===== config.mk =====
export PLATFORM = sky130hd
export DESIGN_NAME = imem_loader_flat
export DESIGN_NICKNAME = d
export VERILOG_FILES = /design/src/rtl/imem_loader_if.sv /design/src/rtl/imem_loader.sv /design/src/flat_wrapper.sv
export SDC_FILE = /design/constraint.sdc
export NUM_CORES = 1
export LEC_CHECK = 0
export CAP_MARGIN = 40
export CORE_MARGIN = 5
export CORE_UTILIZATION = 40
export CTS_CLUSTER_SIZE = 10
export DETAILED_ROUTE_END_ITERATION = 16
export GPL_ROUTABILITY_DRIVEN = 0
export PLACE_DENSITY_LB_ADDON = 0.05
export SYNTH_ARGS = -nofsm -noshare
export SYNTH_HDL_FRONTEND = slang
export SYNTH_SLANG_ARGS = --single-unit
export TNS_END_PERCENT = 100

===== constraint.sdc =====
create_clock -name CLK -period 3.2 [get_ports CLK]
set_input_delay 0.64 -clock CLK [delete_from_list [all_inputs] [get_ports CLK]]
set_output_delay 0.64 -clock CLK [all_outputs]
set_load 0.02 [all_outputs]

===== src/rtl/imem_loader_if.sv =====
// rtl/imem_loader_if.sv - byte stream and instruction memory write bundle for imem_loader
// Purpose: groups the loader's incoming byte-stream handshake with its
//   outgoing instruction memory write port.
// Signals:
//   byte_in      [7:0]  stream data (source -> loader)
//   byte_valid          byte_in is valid (source -> loader)
//   byte_ready          loader takes byte_in on this edge (loader -> source)
//   WE                  instruction memory write enable (loader -> memory)
//   INSTRUCTIONS [DW]   word to write (loader -> memory)
//   ADDR         [31:0] byte address of the write (loader -> memory)
// Modports: master = stream source / memory side, slave = loader side.
interface imem_loader_if #(
  parameter int DATA_WIDTH = 32
);
  logic [7:0]            byte_in;
  logic                  byte_valid;
  logic                  byte_ready;
  logic                  WE;
  logic [DATA_WIDTH-1:0] INSTRUCTIONS;
  logic [31:0]           ADDR;

  modport master (
    output byte_in,
    output byte_valid,
    input  byte_ready,
    input  WE,
    input  INSTRUCTIONS,
    input  ADDR
  );

  modport slave (
    input  byte_in,
    input  byte_valid,
    output byte_ready,
    output WE,
    output INSTRUCTIONS,
    output ADDR
  );
endinterface


===== src/rtl/imem_loader.sv =====
// rtl/imem_loader.sv - boot-time instruction memory loader with header and XOR checksum
// Purpose: receives a byte stream (16-bit LE word count, N LE 32-bit words,
//   XOR checksum of the payload bytes), writes each assembled word to
//   instruction memory and keeps the core in reset until the image checks out.
// Ports:
//   CLK        system clock, rising edge
//   RST        asynchronous active-low reset
//   start      one-cycle pulse, begins a load from IDLE, DONE or ERROR
//   abort      returns to IDLE from any state, beats start
//   bus        imem_loader_if.slave: byte stream in, memory write out
//   cpu_rst_n  core reset, released only in DONE
//   busy       load in progress
//   done       image loaded and checksum matched
//   error      bad header or checksum mismatch
//   word_cnt   words written so far
module imem_loader #(
  parameter int DATA_WIDTH      = 32,
  parameter int INSTR_MEM_DEPTH = 1024,
  parameter int CNT_WIDTH       = 16
) (
  input  logic                 CLK,
  input  logic                 RST,
  input  logic                 start,
  input  logic                 abort,
  imem_loader_if.slave         bus,
  output logic                 cpu_rst_n,
  output logic                 busy,
  output logic                 done,
  output logic                 error,
  output logic [CNT_WIDTH-1:0] word_cnt
);

  typedef enum logic [2:0] {
    S_IDLE,
    S_HDR_LO,
    S_HDR_HI,
    S_PAYLOAD,
    S_WRITE,
    S_CHECK,
    S_DONE,
    S_ERROR
  } state_t;

  localparam logic [CNT_WIDTH:0] LP_DEPTH = (CNT_WIDTH + 1)'(INSTR_MEM_DEPTH);

  // Registered status flags are loaded together with the state they belong
  // to, so they always match r_state without decoding it combinationally.
  // Packing: {byte_ready, busy, done, error, cpu_rst_n}
  function automatic logic [4:0] flags_of(input state_t s);
    case (s)
      S_HDR_LO, S_HDR_HI,
      S_PAYLOAD, S_CHECK: flags_of = 5'b11000;
      S_WRITE:            flags_of = 5'b01000;
      S_DONE:             flags_of = 5'b00101;
      S_ERROR:            flags_of = 5'b00010;
      default:            flags_of = 5'b00000;
    endcase
  endfunction

  state_t                r_state;
  logic [4:0]            r_flags;
  logic                  r_we;
  logic [DATA_WIDTH-1:0] r_instr;
  logic [31:0]           r_addr;
  logic [23:0]           r_word;   // bytes 0..2 of the word; byte 3 goes straight to r_instr
  logic [1:0]            r_k;      // byte position inside the current word
  logic [CNT_WIDTH-1:0]  r_count;
  logic [CNT_WIDTH-1:0]  r_index;
  logic [7:0]            r_csum;

  logic                  w_accept;
  logic [CNT_WIDTH-1:0]  w_hdr_count;
  logic                  w_hdr_bad;
  logic [CNT_WIDTH-1:0]  w_index_inc;

  assign w_accept    = bus.byte_valid & r_flags[4];
  assign w_hdr_count = {bus.byte_in, r_count[7:0]};
  assign w_hdr_bad   = (w_hdr_count == '0) || ({1'b0, w_hdr_count} > LP_DEPTH);
  assign w_index_inc = r_index + CNT_WIDTH'(1);

  always_ff @(posedge CLK or negedge RST) begin
    if (!RST) begin
      r_state <= S_IDLE;
      r_flags <= 5'b00000;
      r_we    <= 1'b0;
      r_instr <= '0;
      r_addr  <= '0;
      r_word  <= '0;
      r_k     <= '0;
      r_count <= '0;
      r_index <= '0;
      r_csum  <= '0;
    end else begin
      r_we <= 1'b0;
      if (abort) begin
        // Taking priority here also suppresses the WRITE entry, so no write
        // is issued for an abort that lands on a word's last byte.
        r_state <= S_IDLE;
        r_flags <= flags_of(S_IDLE);
        r_k     <= '0;
      end else begin
        case (r_state)
          S_IDLE, S_DONE, S_ERROR: begin
            if (start) begin
              r_state <= S_HDR_LO;
              r_flags <= flags_of(S_HDR_LO);
              r_index <= '0;
              r_csum  <= '0;
              r_k     <= '0;
            end
          end
          S_HDR_LO: begin
            if (w_accept) begin
              r_count[7:0] <= bus.byte_in;
              r_state      <= S_HDR_HI;
            end
          end
          S_HDR_HI: begin
            if (w_accept) begin
              r_count <= w_hdr_count;
              if (w_hdr_bad) begin
                r_state <= S_ERROR;
                r_flags <= flags_of(S_ERROR);
              end else begin
                r_state <= S_PAYLOAD;
              end
            end
          end
          S_PAYLOAD: begin
            if (w_accept) begin
              r_csum <= r_csum ^ bus.byte_in;
              r_k    <= r_k + 2'd1;
              case (r_k)
                2'd0: r_word[7:0]   <= bus.byte_in;
                2'd1: r_word[15:8]  <= bus.byte_in;
                2'd2: r_word[23:16] <= bus.byte_in;
                default: begin
                  r_instr <= DATA_WIDTH'({bus.byte_in, r_word});
                  r_addr  <= {{(32 - CNT_WIDTH - 2){1'b0}}, r_index, 2'b00};
                  r_we    <= 1'b1;
                  r_state <= S_WRITE;
                  r_flags <= flags_of(S_WRITE);
                end
              endcase
            end
          end
          S_WRITE: begin
            r_index <= w_index_inc;
            if (w_index_inc == r_count) begin
              r_state <= S_CHECK;
              r_flags <= flags_of(S_CHECK);
            end else begin
              r_state <= S_PAYLOAD;
              r_flags <= flags_of(S_PAYLOAD);
            end
          end
          S_CHECK: begin
            if (w_accept) begin
              if (bus.byte_in == r_csum) begin
                r_state <= S_DONE;
                r_flags <= flags_of(S_DONE);
              end else begin
                r_state <= S_ERROR;
                r_flags <= flags_of(S_ERROR);
              end
            end
          end
          default: begin
            r_state <= S_IDLE;
            r_flags <= flags_of(S_IDLE);
          end
        endcase
      end
    end
  end

  assign bus.byte_ready   = r_flags[4];
  assign busy             = r_flags[3];
  assign done             = r_flags[2];
  assign error            = r_flags[1];
  assign cpu_rst_n        = r_flags[0];
  assign bus.WE           = r_we;
  assign bus.INSTRUCTIONS = r_instr;
  assign bus.ADDR         = r_addr;
  assign word_cnt         = r_index;

endmodule

===== src/flat_wrapper.sv =====
// flat-port wrapper written by rule: the top's interface ports become plain ports
module imem_loader_flat 
#(
  parameter int DATA_WIDTH      = 32,
  parameter int INSTR_MEM_DEPTH = 1024,
  parameter int CNT_WIDTH       = 16
)
  (CLK, RST, start, abort, cpu_rst_n, busy, done, error, word_cnt, bus_byte_in, bus_byte_valid, bus_byte_ready, bus_WE, bus_INSTRUCTIONS, bus_ADDR);
  imem_loader_if #(.DATA_WIDTH(DATA_WIDTH)) bus_i ();
  input  logic CLK;
  input  logic RST;
  input  logic start;
  input  logic abort;
  output logic cpu_rst_n;
  output logic busy;
  output logic done;
  output logic error;
  output logic [CNT_WIDTH-1:0] word_cnt;
  input wire logic [$bits(bus_i.byte_in)-1:0] bus_byte_in;
  input wire logic [$bits(bus_i.byte_valid)-1:0] bus_byte_valid;
  output wire logic [$bits(bus_i.byte_ready)-1:0] bus_byte_ready;
  output wire logic [$bits(bus_i.WE)-1:0] bus_WE;
  output wire logic [$bits(bus_i.INSTRUCTIONS)-1:0] bus_INSTRUCTIONS;
  output wire logic [$bits(bus_i.ADDR)-1:0] bus_ADDR;
  assign bus_i.byte_in = bus_byte_in;
  assign bus_i.byte_valid = bus_byte_valid;
  assign bus_byte_ready = bus_i.byte_ready;
  assign bus_WE = bus_i.WE;
  assign bus_INSTRUCTIONS = bus_i.INSTRUCTIONS;
  assign bus_ADDR = bus_i.ADDR;
  imem_loader #(.DATA_WIDTH(DATA_WIDTH), .INSTR_MEM_DEPTH(INSTR_MEM_DEPTH), .CNT_WIDTH(CNT_WIDTH)) u_core (.CLK(CLK), .RST(RST), .start(start), .abort(abort), .bus(bus_i), .cpu_rst_n(cpu_rst_n), .busy(busy), .done(done), .error(error), .word_cnt(word_cnt));
endmodule

==> impl_metrics.toml, run 1 <==
[grt]
grt_pass1_vias = 4402
grt_usage_pct = 17.1
grt_overflow = 0
antenna_found_initial = 0
grt_pass1_wl_um = 23900
grt_max_degree = 46

[die]
die_y_um = 132
rows = 44
die_x_um = 132
start_util_pct = 41.0
ioPinCount = 99
die-area_um2 = 17500
core_um2 = 14600

[clock_tree]
h-tree-depth = 4
post-cts-setup-buffer-count = 0
cts_buffers = 17
cts.path.max_buffers = 2
insertion_delay_ns = 0.41
cts_hold_buf = 0
clock_sinks = 122
cts_tree = "yes"
cts_root_buf = "clkbuf_16"
cts_resized = 0
clkTransAtPathRegs_ns = 0.06

[yosys]
synth-seq-cells = 122
synth_top_flop_cell = "dfrtp_1"
synth-seq-area-share_pct = 51.0
netlist_area_um2 = 5980
async_flop_share_pct = 100
synth_cell_types = 61
ys_warn_count = 0
synthCells = 528
syn_avg_cell_area_um2 = 11.3
synth-edff-count = 0

[timing]
slew_headroom_pct = 57.0
final-setup-viol-count = 0
skew_ns = 0.00689
setup_tns_ns = 0
hold_ws_ns = 0.213
period_minus_slack_ns = 2.70
period_share_pct = 84.3
tightest_slew_ns = 0.645
fmax_ghz = 0.371
fin_ws_ns = 0.504
final-hold-violation-count = 0
finalMaxSlewViolations = 0
rsz0062_at_grt = "false"

[pwr]
internal_power_mw = 3.32
p_clk_share_pct = 40.7
pwr-share-seq_pct = 41.0
p_sw_share_pct = 28.6
pwr-share-comb_pct = 18.4
power_mw = 4.65
power_density_nw_per_um2 = 613
p_sw_mw = 1.33
p_leak_nw = 3.65
ir_drop_v = 0.000388

[place]
dp_slack_ns = 0.339
post-dp-hpwl_um = 10200
io_buffers = 82

[worst_setup_path]
critical_path.max_fanout = 9
cp-end-kind = "flip-flop"
slowest_delay_ns = 0.53
ff2ff_setup_slack_ns = 0.50
cp-startpoint = "u_core.word_cnt[1]"
start_kind = "flip-flop"
crit_type = "reg2reg"
worstPathArrival_ns = 3.00
regToRegEndpoint = "u_core.r_state[1]"
cpMaxStageDelayCell = "dfrtp_1"
r2r-start = "u_core.word_cnt[1]"
rr_worst_depth = 7
cp.required_ns = 3.51
cp_cell_sequence = "ha_1 > nand4_4 > nor4_4 > mux2i_1 > a2111oi_1 > nand4_1 > a21o_2"

[final_layout]
antenna_cells_inserted = 0
multi_input_area_um2 = 2690
area_growth_pct = 27.0
seq_area_um2 = 3050
nNetsFinal = 634
n_fill_cell = 1312
drive_gt1_share_pct = 25.1

[detailed_routing]
drc = 0
wl_um = 14400
viasPerCell = 5.25
firstDrtPassIters = 4
drtIter0Drc = 327
route.met2.wl_um = 6760
highest_layer = "met4"
wire_per_inst_um = 17.7
vias = 4267
dr_wl_met3_um = 756
ant_nets = 0
wl_met1_um = 6590

[flow_run]
maxCapViolations = 0

[run_status]
status = "completed"

[min_path]
hp-class = "in2async"
## critical path, delay by kind of cell (launching register included)
kind | cells | cell delay, ns
compound gates | 2 | 0.71
fa+ha+maj | 1 | 0.40
flops | 1 | 0.53
mux | 1 | 0.15
simple gates | 3 | 0.80
## state kept, by name (all words and copies together) (netlist names)
name	cells
u_core.bus.ADDR	16
u_core.bus.INSTRUCTIONS	32
u_core.bus.WE	1
u_core.r_count	16
u_core.r_csum	8
u_core.r_flags	4
u_core.r_k	2
u_core.r_state	3
u_core.r_word	24
u_core.word_cnt	16
## cells in the final DEF (no fill, tap or decap), types with 16 or more instances in the layout
| cell type | Yosys | final |
|---|---|---|
| nor2_1 | 36 | 36 |
| dfrtp_1 | 122 | 122 |
| mux2_2 | 86 | 86 |
| nand2_1 | 39 | 38 |
| conb_1 | 1 | 16 |
| clkdlybuf4s50_1 | 0 | 81 |
| clkbuf_16 | 0 | 17 |
| o21ai_0 | 45 | 45 |
| xor2_1 | 16 | 16 |
| buf_4 | 19 | 23 |
## per-layer routing
layer	vias to the layer above	GRT usage (%)
met2	102	26.4
met1	2131	22.9
li1	2011	-
met5	-	0
met4	0	6.56
met3	23	4.77
## area by class of cell
type / instances / area share, %
Multi-Input combinational cell: 363 / 35.4
Clock inverter: 10 / 1.55
Inverter: 7 / 0.346
Timing Repair Buffer: 105 / 13.2
Tap cell: 184 / 3.03
Clock buffer: 22 / 6.24
Sequential cell: 122 / 40.2
## metrics by stage
step           instance area [µm²]  utilization [%]  cells
6_report                      7600             52.1    813
5_1_grt                       7600             52.1    813
4_1_cts                       7600             52.1    813
3_5_place_dp                  7000             48.0    781
3_3_place_gp                  7000             48.0    780
2_1_floorplan                 6040                -    543
## how the worst max path moves through the flow
stage	endpoint	slack (ns)	cells after the start
floorplan	u_core.r_state[1]	0.70	7
global placement	u_core.r_word[4]	0.40	6
detailed placement	u_core.bus.INSTRUCTIONS[27]	0.34	7
CTS	u_core.r_state[1]	0.43	7
global route	u_core.r_state[2]	0.26	7
finish	u_core.r_state[1]	0.50	7
## synthesized netlist by cell type (3+ instances only)
| cell type | n | area share (%) |
|---|---|---|
| a21o_1 | 8 | 1.0 |
| a21oi_1 | 5 | 0.42 |
| a31oi_1 | 7 | 0.73 |
| and3_1 | 3 | 0.31 |
| buf_1 | 4 | 0.25 |
| buf_2 | 6 | 0.50 |
| buf_4 | 19 | 2.4 |
| clkbuf_1 | 22 | 1.4 |
| dfrtp_1 | 122 | 51 |
| ha_1 | 5 | 1.0 |
| inv_1 | 7 | 0.44 |
| mux2_2 | 86 | 16 |
| mux2i_1 | 5 | 0.84 |
| nand2_1 | 39 | 2.4 |
| nand2b_1 | 4 | 0.42 |
| nand3_1 | 12 | 1.0 |
| nand4_1 | 3 | 0.31 |
| nor2_1 | 36 | 2.3 |
| nor2b_1 | 4 | 0.42 |
| nor3_1 | 6 | 0.50 |
| nor4_1 | 5 | 0.52 |
| o21ai_0 | 45 | 3.8 |
| xnor2_1 | 11 | 1.6 |
| xor2_1 | 16 | 2.3 |
## power groups by stage
stage          sequential [mW]  combinational [mW]  clock (mW)
2_1_floorplan             1.85               0.664           0
3_5_place_dp              1.93               0.860           0
4_1_cts                   1.91               0.864        1.94
5_1_grt                   1.93               0.959        2.01
6_report                  1.91               0.854        1.89
3_3_place_gp              1.92               0.839           0
## kinds of logic (layout without fill, tap and decap cells)
logic type	Yosys count	after routing	share of synthesized area (%)
AOI/OAI and AO/OA	92	92	9.98
xor gates and xnor gates	27	27	3.95
adders and majority gates	5	5	1.05
buffers and inverters	58	144	4.96
DFF	122	122	51.0
muxes	91	91	17.0
other	1	16	0.0627
and+or+nand+nor	132	132	11.9
No activity file was read; power rests on OpenSTA's default activity.
==> inputs of run 2 (changes only) <==
==> constraint.sdc (replaced) <==
create_clock -name CLK -period 2.35 [get_ports CLK]
set_input_delay 0.47 -clock CLK [delete_from_list [all_inputs] [get_ports CLK]]
set_output_delay 0.47 -clock CLK [all_outputs]
set_load 0.02 [all_outputs]
==> impl_metrics.toml, run 2 (synthesis gave the netlist of run 1 again) <==
[pwr]
internal_power_mw = 4.42
power_density_nw_per_um2 = 803
p_clk_share_pct = 39.0
power_mw = 6.35
p_sw_share_pct = 30.4
pwr-share-seq_pct = 40.4
p_sw_mw = 1.93
p_leak_nw = 3.82
pwr-share-comb_pct = 20.6
ir_drop_v = 0.000501

[grt]
grt_overflow = 0
grt_usage_pct = 17.6
grt_use_met2_pct = 28.4
use_met1_pct = 23.3
antenna_found_initial = 0
top_usage_layer = "met2"
grt_pass1_vias = 4677
grt_max_degree = 57
grt_pass1_wl_um = 24900
use_met3_pct = 4.54

[detailed_routing]
wire_per_inst_um = 17.3
drtIter0Drc = 237
drc = 0
viasPerCell = 5.22
ant_nets = 0
vias = 4432
firstDrtPassIters = 4
wl_um = 14700

[die]
rows = 44
ioPinCount = 99
die_x_um = 132
core_um2 = 14600
die-area_um2 = 17500
start_util_pct = 41.0
die_y_um = 132

[worst_setup_path]
critical_path.max_fanout = 4
slowest_delay_ns = 0.57
worstPathArrival_ns = 2.54
cp.required_ns = 2.67
cp_cell_sequence = "nand4_4 > or4_4 > mux2i_1 > a2111oi_1 > nand4_1 > a221oi_2"
crit_type = "reg2reg"
cp_top_family = "simple AND/OR/NAND/NOR gates"
cpMaxStageDelayCell = "or4_4"
worst-path-buf-inv = 0
cp-end-kind = "flip-flop"
start_kind = "flip-flop"

[final_layout]
mostFrequentLayoutCells = "dfrtp_1, mux2_2, clkdlybuf4s50_1, buf_4, o21ai_0"
n_fill_cell = 1273
antenna_cells_inserted = 0
multi_input_area_um2 = 2720
nNetsFinal = 670
seq_area_um2 = 3060
largest_register_ffs = 32
layout_commonest_cell = "dfrtp_1"
final_cell_area_um2 = 7910
area_growth_pct = 32.3
drive_gt1_share_pct = 30.8

[timing]
finalMaxSlewViolations = 0
period_minus_slack_ns = 2.23
final-setup-viol-count = 0
slew_headroom_pct = 66.0
period_share_pct = 94.8
final-hold-violation-count = 0
fmax_ghz = 0.449
skew_ns = 0.00926
tightest_slew_ns = 0.510
rsz0062_at_grt = "true"

[place]
dpl_cell_area_um2 = 7320
io_buffers = 82
post-dp-hpwl_um = 10600

[clock_tree]
cts.path.max_buffers = 2
clock_sinks = 122
cts_buffers = 17
h-tree-depth = 4
cts_tree = "yes"
clkTransAtPathRegs_ns = 0.06
cts_root_buf = "clkbuf_16"
insertion_delay_ns = 0.41

[run_status]
status = "completed"

[min_path]
hp-class = "in2async"

[flow_run]
maxCapViolations = 0
-- run 2: layout make-up --
class / instances / area share, %
clock buffer: 17 / 5.38
clock inverter: 15 / 1.77
inverter: 7 / 0.332
multi-input combinational: 363 / 34.4
sequential: 122 / 38.7
tap: 184 / 2.91
timing repair buffer: 141 / 16.6
-- run 2: power groups by stage --
stage / sequential [mW] / combinational, mW / clock [mW]
after CTS: 2.56 / 1.31 / 2.55
final: 2.56 / 1.31 / 2.48
after global routing: 2.61 / 1.46 / 2.64
after detailed placement: 2.60 / 1.30 / 0
after floorplan: 2.53 / 0.910 / 0
after global placement: 2.59 / 1.28 / 0
-- run 2: final timing paths --
| path | end | slack, ns | depth (start not counted) | from |
|---|---|---|---|---|
| setup / recovery | u_core.r_state[2] | 0.12 | 6 | u_core.word_cnt[0] |
| hold / removal | u_core.bus.ADDR[12] | 0.01 | 1 | RST |
| setup reg to reg | u_core.r_state[2] | 0.12 | 6 | u_core.word_cnt[0] |
| hold reg to reg | u_core.bus.ADDR[16] | 0.50 | 2 | u_core.bus.ADDR[16] |
| max in group asynchronous | u_core.r_k[1] | 1.69 | 2 | RST |
| min in group CLK | u_core.bus.ADDR[16] | 0.50 | 2 | u_core.bus.ADDR[16] |
-- run 2: stage by stage --
step                util [%]  setup slack [ns]  hold slack (ns)  setup TNS (ns)  std cells
floorplan                  -           0.00413            0.174               0        543
global placement        50.2            -0.129            0.460          -0.379        816
detailed placement      50.2            -0.136            0.464          -0.432        816
CTS                     54.1            0.0134           0.0144               0        848
global route            54.2           -0.0225           0.0376         -0.0225        849
finish                  54.2             0.122           0.0147               0        849
-- run 2: per-layer routing --
layer	up-vias	wire, µm
li1	2085	-
met1	2215	6700
met2	117	7080
met3	15	736
met4	0	169
met5	-	0
-- run 2: repair_timing --
item                                    in CTS  in global routing
gates resized for setup                      0                  6
buffers inserted                             0                  1
hold buffers                                 0                  0
endpoints found under the hold margin        0                  0
endpoints found under the setup margin       0                  2
==> inputs of run 3 (changes only) <==
--- a/config.mk
+++ b/config.mk
@@ -5,13 +5,15 @@
 export SDC_FILE = /design/constraint.sdc
 export NUM_CORES = 1
 export LEC_CHECK = 0
+export ABC_CLOCK_PERIOD_IN_PS = 2350
 export CAP_MARGIN = 40
 export CORE_MARGIN = 5
-export CORE_UTILIZATION = 40
+export CORE_UTILIZATION = 38
 export CTS_CLUSTER_SIZE = 10
 export DETAILED_ROUTE_END_ITERATION = 16
 export GPL_ROUTABILITY_DRIVEN = 0
 export PLACE_DENSITY_LB_ADDON = 0.05
+export REMOVE_ABC_BUFFERS = 1
 export SYNTH_ARGS = -nofsm -noshare
 export SYNTH_HDL_FRONTEND = slang
 export SYNTH_SLANG_ARGS = --single-unit
==> impl_metrics.toml, run 3 (synthesis gave the netlist of run 1 again) <==
[run_status]
status = "completed"

[pwr]
internal_power_mw = 4.34
power_density_nw_per_um2 = 782
power_mw = 6.24
p_leak_nw = 3.86
ir_drop_v = 0.000567
pwr-share-comb_pct = 21.2
p_sw_mw = 1.90
p_clk_share_pct = 37.7
p_sw_share_pct = 30.4
pwr-share-seq_pct = 41.1

[die]
die_y_um = 135
die_x_um = 135
core_um2 = 15300
die-area_um2 = 18400
start_util_pct = 39.1
rows = 45
ioPinCount = 99

[final_layout]
mostFrequentLayoutCells = "dfrtp_1, mux2_2, clkdlybuf4s50_1, buf_4, o21ai_0"
layout_commonest_cell = "dfrtp_1"
area_growth_pct = 33.5
final_cells = 886
nNetsFinal = 680
largest_register_ffs = 32
n_fill_cell = 1421
antenna_cells_inserted = 0
drive_gt1_share_pct = 31.0

[timing]
period_share_pct = 95.3
finalMaxSlewViolations = 0
final-hold-violation-count = 0
period_minus_slack_ns = 2.24
slew_headroom_pct = 63.5
fmax_ghz = 0.447
skew_ns = 0.00918
final-setup-viol-count = 0
rsz0062_at_grt = "true"
tightest_slew_ns = 0.548

[detailed_routing]
firstDrtPassIters = 4
vias = 4403
drc = 0
ant_nets = 0
wire_per_inst_um = 16.6
wl_um = 14700
drtIter0Drc = 207
viasPerCell = 4.97

[place]
place_inst = 850
post-dp-hpwl_um = 10600
io_buffers = 82

[worst_setup_path]
cp-end-kind = "flip-flop"
crit_type = "reg2reg"
worstPathArrival_ns = 2.56
start_kind = "flip-flop"
critical_path.max_fanout = 2
cp.required_ns = 2.67

[clock_tree]
insertion_delay_ns = 0.42
clock_sinks = 122
h-tree-depth = 4
cts_tree = "yes"
cts.path.max_buffers = 2
cts_buffers = 17
cts_root_buf = "clkbuf_16"
clkTransAtPathRegs_ns = 0.06

[grt]
grt_overflow = 0
antenna_found_initial = 0
grt_pass1_vias = 4622
grt_max_degree = 42
grt_pass1_wl_um = 24500
grt_usage_pct = 17.1

[flow_run]
maxCapViolations = 0

[min_path]
hp-class = "in2async"
## run 3: changes by cell type in the layout (fill, tap and decap cells not counted), sizes merged
cell    change
bufinv      -1
clkinv      +2
clkbuf      +2
inv         -3
buf        +10
## run 3: per-stage QoR
step	instance area, µm²	setup TNS, ns	util (%)	hold slack, ns	worst slack [ns]
after global placement	7380	0	48.2	0.464	0.0638
after global routing	7980	-0.137	52.1	0.0565	-0.109
final	7980	0	52.1	0.0280	0.111
after CTS	7920	0	51.7	0.0248	0.0367
after floorplan	5770	-18.03	-	0.174	-0.379
after detailed placement	7380	0	48.2	0.479	0.0194
## run 3: timing repair
item | CTS | global route
cloned | 0 | 0
gates resized for setup | 1 | 7
setup endpoints to repair | 1 | 2
hold buffers | 0 | 0
hold endpoints to repair | 0 | 0
pin swaps | 0 | 2
buffers inserted | 0 | 4
## run 3: worst max-delay path, stage by stage, from the launching register on
cell and delay (ns):
dfrtp_1 0.38, buf_4 0.15, ha_4 0.24, xor2_1 0.15, a311oi_1 0.25, o221ai_1 0.17
a2111oi_2 0.25, buf_4 0.17, nand4_1 0.12, a221oi_2 0.27
## run 3: worst paths after layout
path	from	endpoint	slack, ns	cells past startpoint
worst min register to register	u_core.bus.ADDR[11]	u_core.bus.ADDR[11]	0.49	2
min in group CLK	u_core.bus.ADDR[11]	u_core.bus.ADDR[11]	0.49	2
max in group asynchronous	RST	u_core.r_word[16]	1.72	2
worst max-delay path	u_core.word_cnt[0]	u_core.r_state[2]	0.11	9
worst max register to register	u_core.word_cnt[0]	u_core.r_state[2]	0.11	9
worst min-delay path	RST	u_core.bus.INSTRUCTIONS[24]	0.03	1
## run 3: routing by layer
metal  up-vias  track usage (%)  part of all wire [%]
li1       2109                -                     -
met3        13             5.09                   4.5
met2        98             28.5                    49
met1      2183             21.7                    45
met5         -                0                     0
met4         0             4.87                   1.3
## run 3: power groups by stage
stage / Combinational [mW] / Sequential, mW / Clock [mW]
global route: 1.48 / 2.60 / 2.53
detailed placement: 1.29 / 2.60 / 0
floorplan: 0.779 / 2.58 / 0
CTS: 1.30 / 2.57 / 2.42
global placement: 1.27 / 2.60 / 0
finish: 1.32 / 2.56 / 2.35
## run 3: final cells by class
cell class | count | area [µm²] | area share, %
flip-flops and latches | 122 | 3050 | 38.2
multi-input cells | 363 | 2720 | 34.1
repair buffers | 151 | 1380 | 17.3
clock buffers | 19 | 443 | 5.55
well taps | 211 | 264 | 3.31
clock inverters | 13 | 97.6 | 1.22
inverters | 7 | 26.3 | 0.329
